==> src/rtl/seg7_pkg.sv <==
// Shared 7-segment definitions: gfedcba glyph table (active-high) and anode encodings.
// Both the display driver and the scan decoder draw from this one table.
package seg7_pkg;

    localparam logic [1:0] AN_ONES  = 2'b10;
    localparam logic [1:0] AN_TENS  = 2'b01;
    localparam logic [1:0] AN_BLANK = 2'b11;

    localparam logic [6:0] SEG_0 = 7'h3F;
    localparam logic [6:0] SEG_1 = 7'h06;
    localparam logic [6:0] SEG_2 = 7'h5B;
    localparam logic [6:0] SEG_3 = 7'h4F;
    localparam logic [6:0] SEG_4 = 7'h66;
    localparam logic [6:0] SEG_5 = 7'h6D;
    localparam logic [6:0] SEG_6 = 7'h7D;
    localparam logic [6:0] SEG_7 = 7'h07;
    localparam logic [6:0] SEG_8 = 7'h7F;
    localparam logic [6:0] SEG_9 = 7'h6F;
    localparam logic [6:0] SEG_A = 7'h77;
    localparam logic [6:0] SEG_B = 7'h7C;
    localparam logic [6:0] SEG_C = 7'h39;
    localparam logic [6:0] SEG_D = 7'h5E;
    localparam logic [6:0] SEG_E = 7'h79;
    localparam logic [6:0] SEG_F = 7'h71;

    function automatic logic [6:0] hex_to_seg(input logic [3:0] nib);
        logic [6:0] pat;
        case (nib)
            4'h0: pat = SEG_0;
            4'h1: pat = SEG_1;
            4'h2: pat = SEG_2;
            4'h3: pat = SEG_3;
            4'h4: pat = SEG_4;
            4'h5: pat = SEG_5;
            4'h6: pat = SEG_6;
            4'h7: pat = SEG_7;
            4'h8: pat = SEG_8;
            4'h9: pat = SEG_9;
            4'hA: pat = SEG_A;
            4'hB: pat = SEG_B;
            4'hC: pat = SEG_C;
            4'hD: pat = SEG_D;
            4'hE: pat = SEG_E;
            default: pat = SEG_F;
        endcase
        return pat;
    endfunction

endpackage

==> src/rtl/seg7_pattern_to_hex.sv <==
// Combinational reverse lookup: active-high gfedcba pattern to hex nibble.
// valid_o is low for any pattern that is not one of the 16 glyphs.
module seg7_pattern_to_hex
    import seg7_pkg::*;
(
    input  logic [6:0] pattern_i,
    output logic [3:0] nibble_o,
    output logic       valid_o
);

    always_comb begin
        nibble_o = 4'h0;
        valid_o  = 1'b0;
        for (int i = 0; i < 16; i++) begin
            if (pattern_i == hex_to_seg(4'(i))) begin
                nibble_o = 4'(i);
                valid_o  = 1'b1;
            end
        end
    end

endmodule

==> src/rtl/seven_seg_scan_decoder.sv <==
// Receive-side decoder for a two-digit multiplexed 7-segment bus: waits for each
// digit slot to settle, decodes it and publishes the reassembled {tens, ones} score.
module seven_seg_scan_decoder
    import seg7_pkg::*;
#(
    parameter int STABLE_CYCLES  = 4,
    parameter int TIMEOUT_CYCLES = 1000000,
    parameter bit SEG_ACTIVE_LOW = 1'b1
) (
    input  logic       clk,
    input  logic       rst,
    input  logic [6:0] seg,
    input  logic [1:0] an,
    output logic [7:0] score,
    output logic       score_valid,
    output logic       frame_err,
    output logic       stale
);

    localparam int SCW = $clog2(STABLE_CYCLES + 1);
    localparam int TOW = $clog2(TIMEOUT_CYCLES + 1);
    localparam logic [SCW-1:0] STAB_MAX = SCW'(STABLE_CYCLES);
    localparam logic [SCW-1:0] STAB_PRE = SCW'(STABLE_CYCLES - 1);
    localparam logic [TOW-1:0] TMO_MAX  = TOW'(TIMEOUT_CYCLES);

    logic [6:0]     seg_s1_q, seg_s2_q;
    logic [1:0]     an_s1_q, an_s2_q;
    logic [8:0]     prev_q;
    logic [SCW-1:0] stab_q, stab_d;
    logic [3:0]     ones_q, ones_d, tens_q, tens_d;
    logic           have_ones_q, have_ones_d, have_tens_q, have_tens_d;
    logic [7:0]     score_q, score_d;
    logic           valid_q, valid_d, err_q, err_d;
    logic [TOW-1:0] tmo_q, tmo_d;

    logic [8:0] sample;
    logic       same, capture, publish, pat_ok;
    logic [6:0] pattern;
    logic [3:0] nibble;

    assign sample  = {an_s2_q, seg_s2_q};
    assign same    = (sample == prev_q);
    assign capture = same && (stab_q == STAB_PRE);
    assign publish = have_ones_q && have_tens_q;
    assign pattern = SEG_ACTIVE_LOW ? ~seg_s2_q : seg_s2_q;

    seg7_pattern_to_hex u_dec (
        .pattern_i (pattern),
        .nibble_o  (nibble),
        .valid_o   (pat_ok)
    );

    always_comb begin
        stab_d      = same ? ((stab_q == STAB_MAX) ? STAB_MAX : stab_q + 1'b1) : SCW'(1);
        ones_d      = ones_q;
        tens_d      = tens_q;
        have_ones_d = have_ones_q;
        have_tens_d = have_tens_q;
        score_d     = score_q;
        valid_d     = publish;
        err_d       = 1'b0;
        // Publish clears the flags first so a capture in the same cycle opens the next frame.
        if (publish) begin
            score_d     = {tens_q, ones_q};
            have_ones_d = 1'b0;
            have_tens_d = 1'b0;
        end
        if (capture) begin
            case (an_s2_q)
                AN_ONES: begin
                    if (pat_ok) begin
                        ones_d      = nibble;
                        have_ones_d = 1'b1;
                    end else begin
                        err_d = 1'b1;
                    end
                end
                AN_TENS: begin
                    if (pat_ok) begin
                        tens_d      = nibble;
                        have_tens_d = 1'b1;
                    end else begin
                        err_d = 1'b1;
                    end
                end
                AN_BLANK: ;
                default: err_d = 1'b1;
            endcase
        end
        if (err_d) begin
            have_ones_d = 1'b0;
            have_tens_d = 1'b0;
        end
        // The score_valid cycle counts as the first idle cycle, so stale drops right after it.
        if (valid_q) begin
            tmo_d = TOW'(1);
        end else begin
            tmo_d = (tmo_q == TMO_MAX) ? TMO_MAX : tmo_q + 1'b1;
        end
    end

    always_ff @(posedge clk or posedge rst) begin
        if (rst) begin
            seg_s1_q    <= '0;
            seg_s2_q    <= '0;
            an_s1_q     <= '0;
            an_s2_q     <= '0;
            prev_q      <= '0;
            stab_q      <= '0;
            ones_q      <= '0;
            tens_q      <= '0;
            have_ones_q <= 1'b0;
            have_tens_q <= 1'b0;
            score_q     <= '0;
            valid_q     <= 1'b0;
            err_q       <= 1'b0;
            tmo_q       <= TMO_MAX;
        end else begin
            seg_s1_q    <= seg;
            seg_s2_q    <= seg_s1_q;
            an_s1_q     <= an;
            an_s2_q     <= an_s1_q;
            prev_q      <= sample;
            stab_q      <= stab_d;
            ones_q      <= ones_d;
            tens_q      <= tens_d;
            have_ones_q <= have_ones_d;
            have_tens_q <= have_tens_d;
            score_q     <= score_d;
            valid_q     <= valid_d;
            err_q       <= err_d;
            tmo_q       <= tmo_d;
        end
    end

    assign score       = score_q;
    assign score_valid = valid_q;
    assign frame_err   = err_q;
    assign stale       = (tmo_q == TMO_MAX);

endmodule
==> config.mk <==
export PLATFORM = sky130hd
export DESIGN_NAME = seven_seg_scan_decoder
export DESIGN_NICKNAME = d
export VERILOG_FILES = /design/src/rtl/seg7_pkg.sv /design/src/rtl/seg7_pattern_to_hex.sv /design/src/rtl/seven_seg_scan_decoder.sv
export SDC_FILE = /design/constraint.sdc
export NUM_CORES = 1
export LEC_CHECK = 0
export CORE_AREA = 4 4 71 90
export DETAILED_ROUTE_END_ITERATION = 8
export DIE_AREA = 0 0 75 94
export GPL_ROUTABILITY_DRIVEN = 0
export MAX_ROUTING_LAYER = met4
export PLACE_DENSITY = 0.76
export SLEW_MARGIN = 25
export SYNTH_ARGS = -nofsm -noshare
export SYNTH_HDL_FRONTEND = slang
export SYNTH_HIERARCHICAL = 1
export SYNTH_SLANG_ARGS = --single-unit
==> constraint.sdc <==
create_clock -name clk -period 4.3 [get_ports clk]
set_clock_uncertainty 0.05 [all_clocks]
set_input_delay 0.43 -clock clk [delete_from_list [all_inputs] [get_ports clk]]
set_output_delay 0.43 -clock clk [all_outputs]
set_load 0.005 [all_outputs]
---- Word-level counts from Yosys, hierarchy flattened ----
Index checks and enable logic that the tools add are counted.
operators by class
  mux-type cells .......................... 48
  eq/ne operators ......................... 23
  bitwise logic cells ..................... 1
  add/sub/neg operators ................... 2
  reductions and logical operators ........ 5
operators by type and width
  cell                   number
  $eq 7x7->1 const B     12
  $mux 20                2
  $mux 4                 8
  $mux 1                 29
  $add 20x1->20 const B  1
  $eq 20x20->1 const B   1
  $mux 3                 6
  $eq 7x3->1 const B     2
  $eq 7x6->1 const B     2
  $eq 9x9->1             1
  $not 7->7              1
  $reduce_and 3->1       2
  $eq 2x2->1 const B     2
  $mux 2                 2
  $add 3x1->3 const B    1
  $eq 3x2->1 const B     1
  $eq 3x3->1 const B     1
  $eq 2x1->1 const B     1
  $logic_and 1x1->1      2
  $pmux 1 s2             1
  $reduce_or 2->1        1
word-level totals
  output and inout bits ................... 11
  logic and storage cells ................. 93
  flip-flop bits (word level) ............. 70
  input bits .............................. 11

---- Longest topological paths before layout ----
  depth after elaboration ................. 22
  depth in mapped cells ................... 9
  gate-level depth less buffers ........... 8

---- Modules after synthesis ----
Netlist, hierarchy kept.
by module, submodules not included
  module                  cells each  area each (µm²)  times used  seq. area each (µm²)
  seven_seg_scan_decoder  215         2824.0           1           1760.4
  seg7_pattern_to_hex     61          415.4            1           0.0

---- Worst setup path before layout ----
Ideal clock, no wire load.
  path type ............................... register to register
  start ................................... reg seg_s2_q[5]
  end ..................................... reg ones_q[3]
  clock period less this slack ............ 2060 ps
  path slack .............................. 2240 ps
  data required time ...................... 4123 ps
  arrival time ............................ 1883 ps
  stages on the path, launching flop included .. 10
  path buffers ............................ 2
  setup time .............................. 127 ps
  path through ............................ dfrtp_1 inv_1 buf_6 or3_4 nor3_4 a2111oi_1 nand3_1 and4_1 buf_4 mux2_1
on the way
  cells in the longest elaborated chain, start to end .. 19
  elaborated cells between the ends (all ways) .. 44
  classes of those cells .................. eq/ne (17); mux (24); bitwise (1); reduce/logical (2)
RTL lines
  element                              line                           text
  start: declaration                   seven_seg_scan_decoder.sv:26   logic [6:0] seg_s1_q, seg_s2_q;
  start signal: assignment             seven_seg_scan_decoder.sv:120  seg_s2_q <= seg_s1_q;
  $not 7->7 *                          seven_seg_scan_decoder.sv:45   assign pattern = SEG_ACTIVE_LOW ? ~seg_s2_q : seg_s2_q;
  net pattern[5]                       seven_seg_scan_decoder.sv:38   logic [6:0] pattern;
  $eq 7x6->1                           seg7_pattern_to_hex.sv:15      if (pattern_i == hex_to_seg(4'(i))) begin
  $mux 1 (15 in a row)                 seg7_pattern_to_hex.sv:15
  $mux 1 *                             seg7_pattern_to_hex.sv:15
  net pat_ok                           seven_seg_scan_decoder.sv:37   logic same, capture, publish, pat_ok;
  $reduce_and 3->1 (no source line) *  n/a
  end signal: assignment               seven_seg_scan_decoder.sv:125  ones_q <= ones_d;
  end: declaration                     seven_seg_scan_decoder.sv:30   logic [3:0] ones_q, ones_d, tens_q, tens_d;
Mark *: on every way through the listed nets, which the timed path passes. The rest lies on a longest branch.
A chain may end at the register's enable or synchronous reset.

---- Final worst setup path ----
  start ................................... reg tmo_q[7]
  end ..................................... out stale
on the way
  cells in the longest elaborated chain, start to end .. 1
RTL lines
  element                   line                           text
  start: declaration        seven_seg_scan_decoder.sv:34   logic [TOW-1:0] tmo_q, tmo_d;
  start signal: assignment  seven_seg_scan_decoder.sv:132  tmo_q <= tmo_d;
  $eq 20x20->1              seven_seg_scan_decoder.sv:139  assign stale = (tmo_q == TMO_MAX);
  end: declaration          seven_seg_scan_decoder.sv:17   output logic stale
No other way between the ends.

==> flow_summary.ini <==
[clocking]
path_clk_slew_ps = 70
clockRootBuffer = clkbuf_8
cts_sinks = 70
cts_max_path_buffers = 2
clk_latency_ps = 330
h-tree-depth = 3
post_cts.repair.setup_buffers = 0
cts-buffers-inserted = 9
hold_buffers = 0
cts_tree = yes
cts-resized-gates = 0

[placed_design]
dp_hpwl_um = 3660
dp_cells = 353
portBuffers = 21

[logic_synthesis]
ys_ff_latch = 70
yosysTopAreaCellShare_pct = 48.7
syn_nets = 295
yosys.area.top_type = dfrtp_1
syn_avg_cell_area_um2 = 11.7
syn_inst = 276
synth_area_leaders = dfrtp_1, dfstp_2, xor2_1
syn-cell-area_um2 = 3240
yosysWarnings = 6
synth_cell_types = 56
ys_seq_area_share_pct = 54.3

[worst_setup_path]
timing.rr.end = ones_q[1]
reg2regPathDepth = 7
slowest_delay_ps = 550
crit_type = flip-flop to primary output
cp-start-kind = flip-flop
critical_path_depth = 3
startpoint = tmo_q[7]
timing.rr.start = seg_s2_q[6]
crit_buf_inv = 1
required_ps = 3820
setup.worst_path.end = stale
reg2reg_setup_slack_ps = 1870
critPathCaptureType = primary output
cp_top_family = simple AND/OR/NAND/NOR gates
crit_chain = or4b_4, nor4_4, clkdlybuf4s50_1
cp_max_fo = 7
cp_slowest_cell = or4b_4
worstPathArrival_ps = 2160

[pwr]
ir_worst_vdd_mv = 0.233
leakage_nw = 1.64
fin_total_pwr_w = 0.00120
power_density_nw_per_um2 = 331

[job]
cap_violations = 0

[die]
initial_core_util_pct = 57.6
die_w_um = 75
die-area_um2 = 7050
die_h_um = 94
io_pins = 22
num_rows = 31
coreArea_um2 = 5620

[timing]
whs_ps = 300
setup_viol = 0
layout_min_cycle_time_ps = 2640
rsz0062_at_grt = false
slew_headroom_pct = 43.3
fmax_mhz = 379
drv_slew = 0
hold_viol_final = 0
finalCritPeriodShare_pct = 61.4
finalSetupTns_ps = 0
tightest_slew_ps = 850

[route]
via_per_inst = 5.60
dr_wl_met2_um = 2810
dr_total_vias = 2066
wl_per_cell_um = 14.4
ant_nets = 0
wl_met1_um = 2250
wirelength_um = 5310
routed.top_layer = met4
first_pass_iters = 4
drtIter0Drc = 179
met3_wirelength_um = 196
drt_drc_violations_left = 0

[final_layout]
nets = 317
n_antenna_cell = 0
final_layout_size_suffix_gt1_share_pct = 18.5
instances_no_fill = 369
synthToLayoutAreaGrowth_pct = 11.6

[min_path]
min_path_type = flip-flop to flip-flop

[global_route]
grt_overflow = 0
grt_pass1_wl_um = 9380
antenna_found_initial = 0
grt_max_degree = 54
grt.total_usage_pct = 18.1
grt_pass1_vias = 2058

[status]
status = completed
-- cells in the mapped netlist, drive strengths merged --
library cell	n
nand4	6
a21bo	1
nor2b	2
dfstp	7
ha	8
and4	3
nand2	15
o211ai	2
o31ai	1
nor4	5
and2	1
xor2	15
nor4b	2
nand3	18
buf	11
o22ai	1
dfrtp	63
o21bai	1
o21ai	6
nand3b	2
inv	19
mux2i	1
nor3	4
nor3b	1
o32a	1
and3	3
nand2b	2
mux2	17
a211oi	2
or4b	2
nand4b	1
a2111oi	1
or2	2
or3	2
o21ba	2
a21oi	3
a21boi	1
a32oi	1
xnor2	14
nor2	27
-- cell families after synthesis --
group,Yosys count,synth area share (%)
and+or+nand+nor,98,18.3
DFF,70,54.3
buffers and inverters,30,5.14
xor gates and xnor gates,29,7.84
AOI/OAI and AO/OA,23,5.02
muxes,18,6.22
adders and majority gates,8,3.09
-- cells in the final DEF (no fill, tap or decap), types with 2 or more instances in the layout --
cell and instances:
a21oi_1 3, and3_1 3, dfrtp_1 63, nor2b_1 2, and4_1 2, nand2_2 2, nand2b_1 2, clkbuf_1 3
a211oi_1 2, nor2_1 17, nand4_1 6, inv_1 18, nor4b_1 2, clkdlybuf4s50_1 21, o21ai_1 4, dfstp_2 7
nand3b_1 2, xor2_1 15, nor4_1 3, mux2_1 8, o211ai_1 2, o21ai_0 2, clkbuf_8 10, mux2_2 9
nand3_1 17, clkinvlp_4 2, ha_1 8, o21ba_2 2, nor3_1 3, clkinv_2 2, nor2_2 10, xnor2_1 14
nand2_1 12
-- sequential cells by signal, summed over array words and instances (netlist names) --
register and flops:
tmo_q 20, an_s1_q 2, frame_err 1, ones_q 4, score_valid 1, score 8, an_s2_q 2, prev_q 9
have_ones_q 1, seg_s1_q 7, tens_q 4, seg_s2_q 7, stab_q 3, have_tens_q 1
-- stage by stage --
| stage | worst slack [ps] | area, um^2 | utilization (%) |
|---|---|---|---|
| after global routing | 1540 | 3610 | 64.3 |
| after CTS | 1630 | 3610 | 64.2 |
| after floorplan | 2060 | 3240 | - |
| after detailed placement | 1900 | 3440 | 61.2 |
| final | 1660 | 3610 | 64.3 |
| after global placement | 1980 | 3440 | 61.2 |
-- where the power goes --
| part | internal [W] | switching (W) | leakage [nW] | total, W |
|---|---|---|---|---|
| sequential | 0.000672 | 0.00000770 | 0.870 | 0.000679 |
| clock | 0.000225 | 0.000225 | 0.0796 | 0.000450 |
| combinational | 0.0000258 | 0.0000400 | 0.693 | 0.0000658 |
-- worst min-delay path by stage --
stage	startpoint	to	slack [ps]	cells past startpoint
3_3_place_gp	seg_s1_q[2]	seg_s2_q[2]	280	0
5_1_grt	an_s1_q[1]	an_s2_q[1]	310	0
3_5_place_dp	seg_s1_q[0]	seg_s2_q[0]	290	0
2_1_floorplan	an_s1_q[0]	an_s2_q[0]	280	0
6_report	seg_s1_q[1]	seg_s2_q[1]	300	0
4_1_cts	seg_s1_q[1]	seg_s2_q[1]	300	0
-- routing by layer --
metal	GRT usage [%]	up-vias
li1	-	986
met1	21.3	1029
met2	29.3	46
met3	5.25	5
met4	6.53	0
met5	-	-
-- final cells by class --
type                            count  area [um^2]
Inverter                           19         72.6
Tap cell                           66         82.6
Clock inverter                      3         20.0
Sequential cell                    70         1760
Timing Repair Buffer               22          218
Fill cell                         429         2010
Multi-Input combinational cell    176         1310
Clock buffer                       13          149
(Power assumes the default switching activity.)
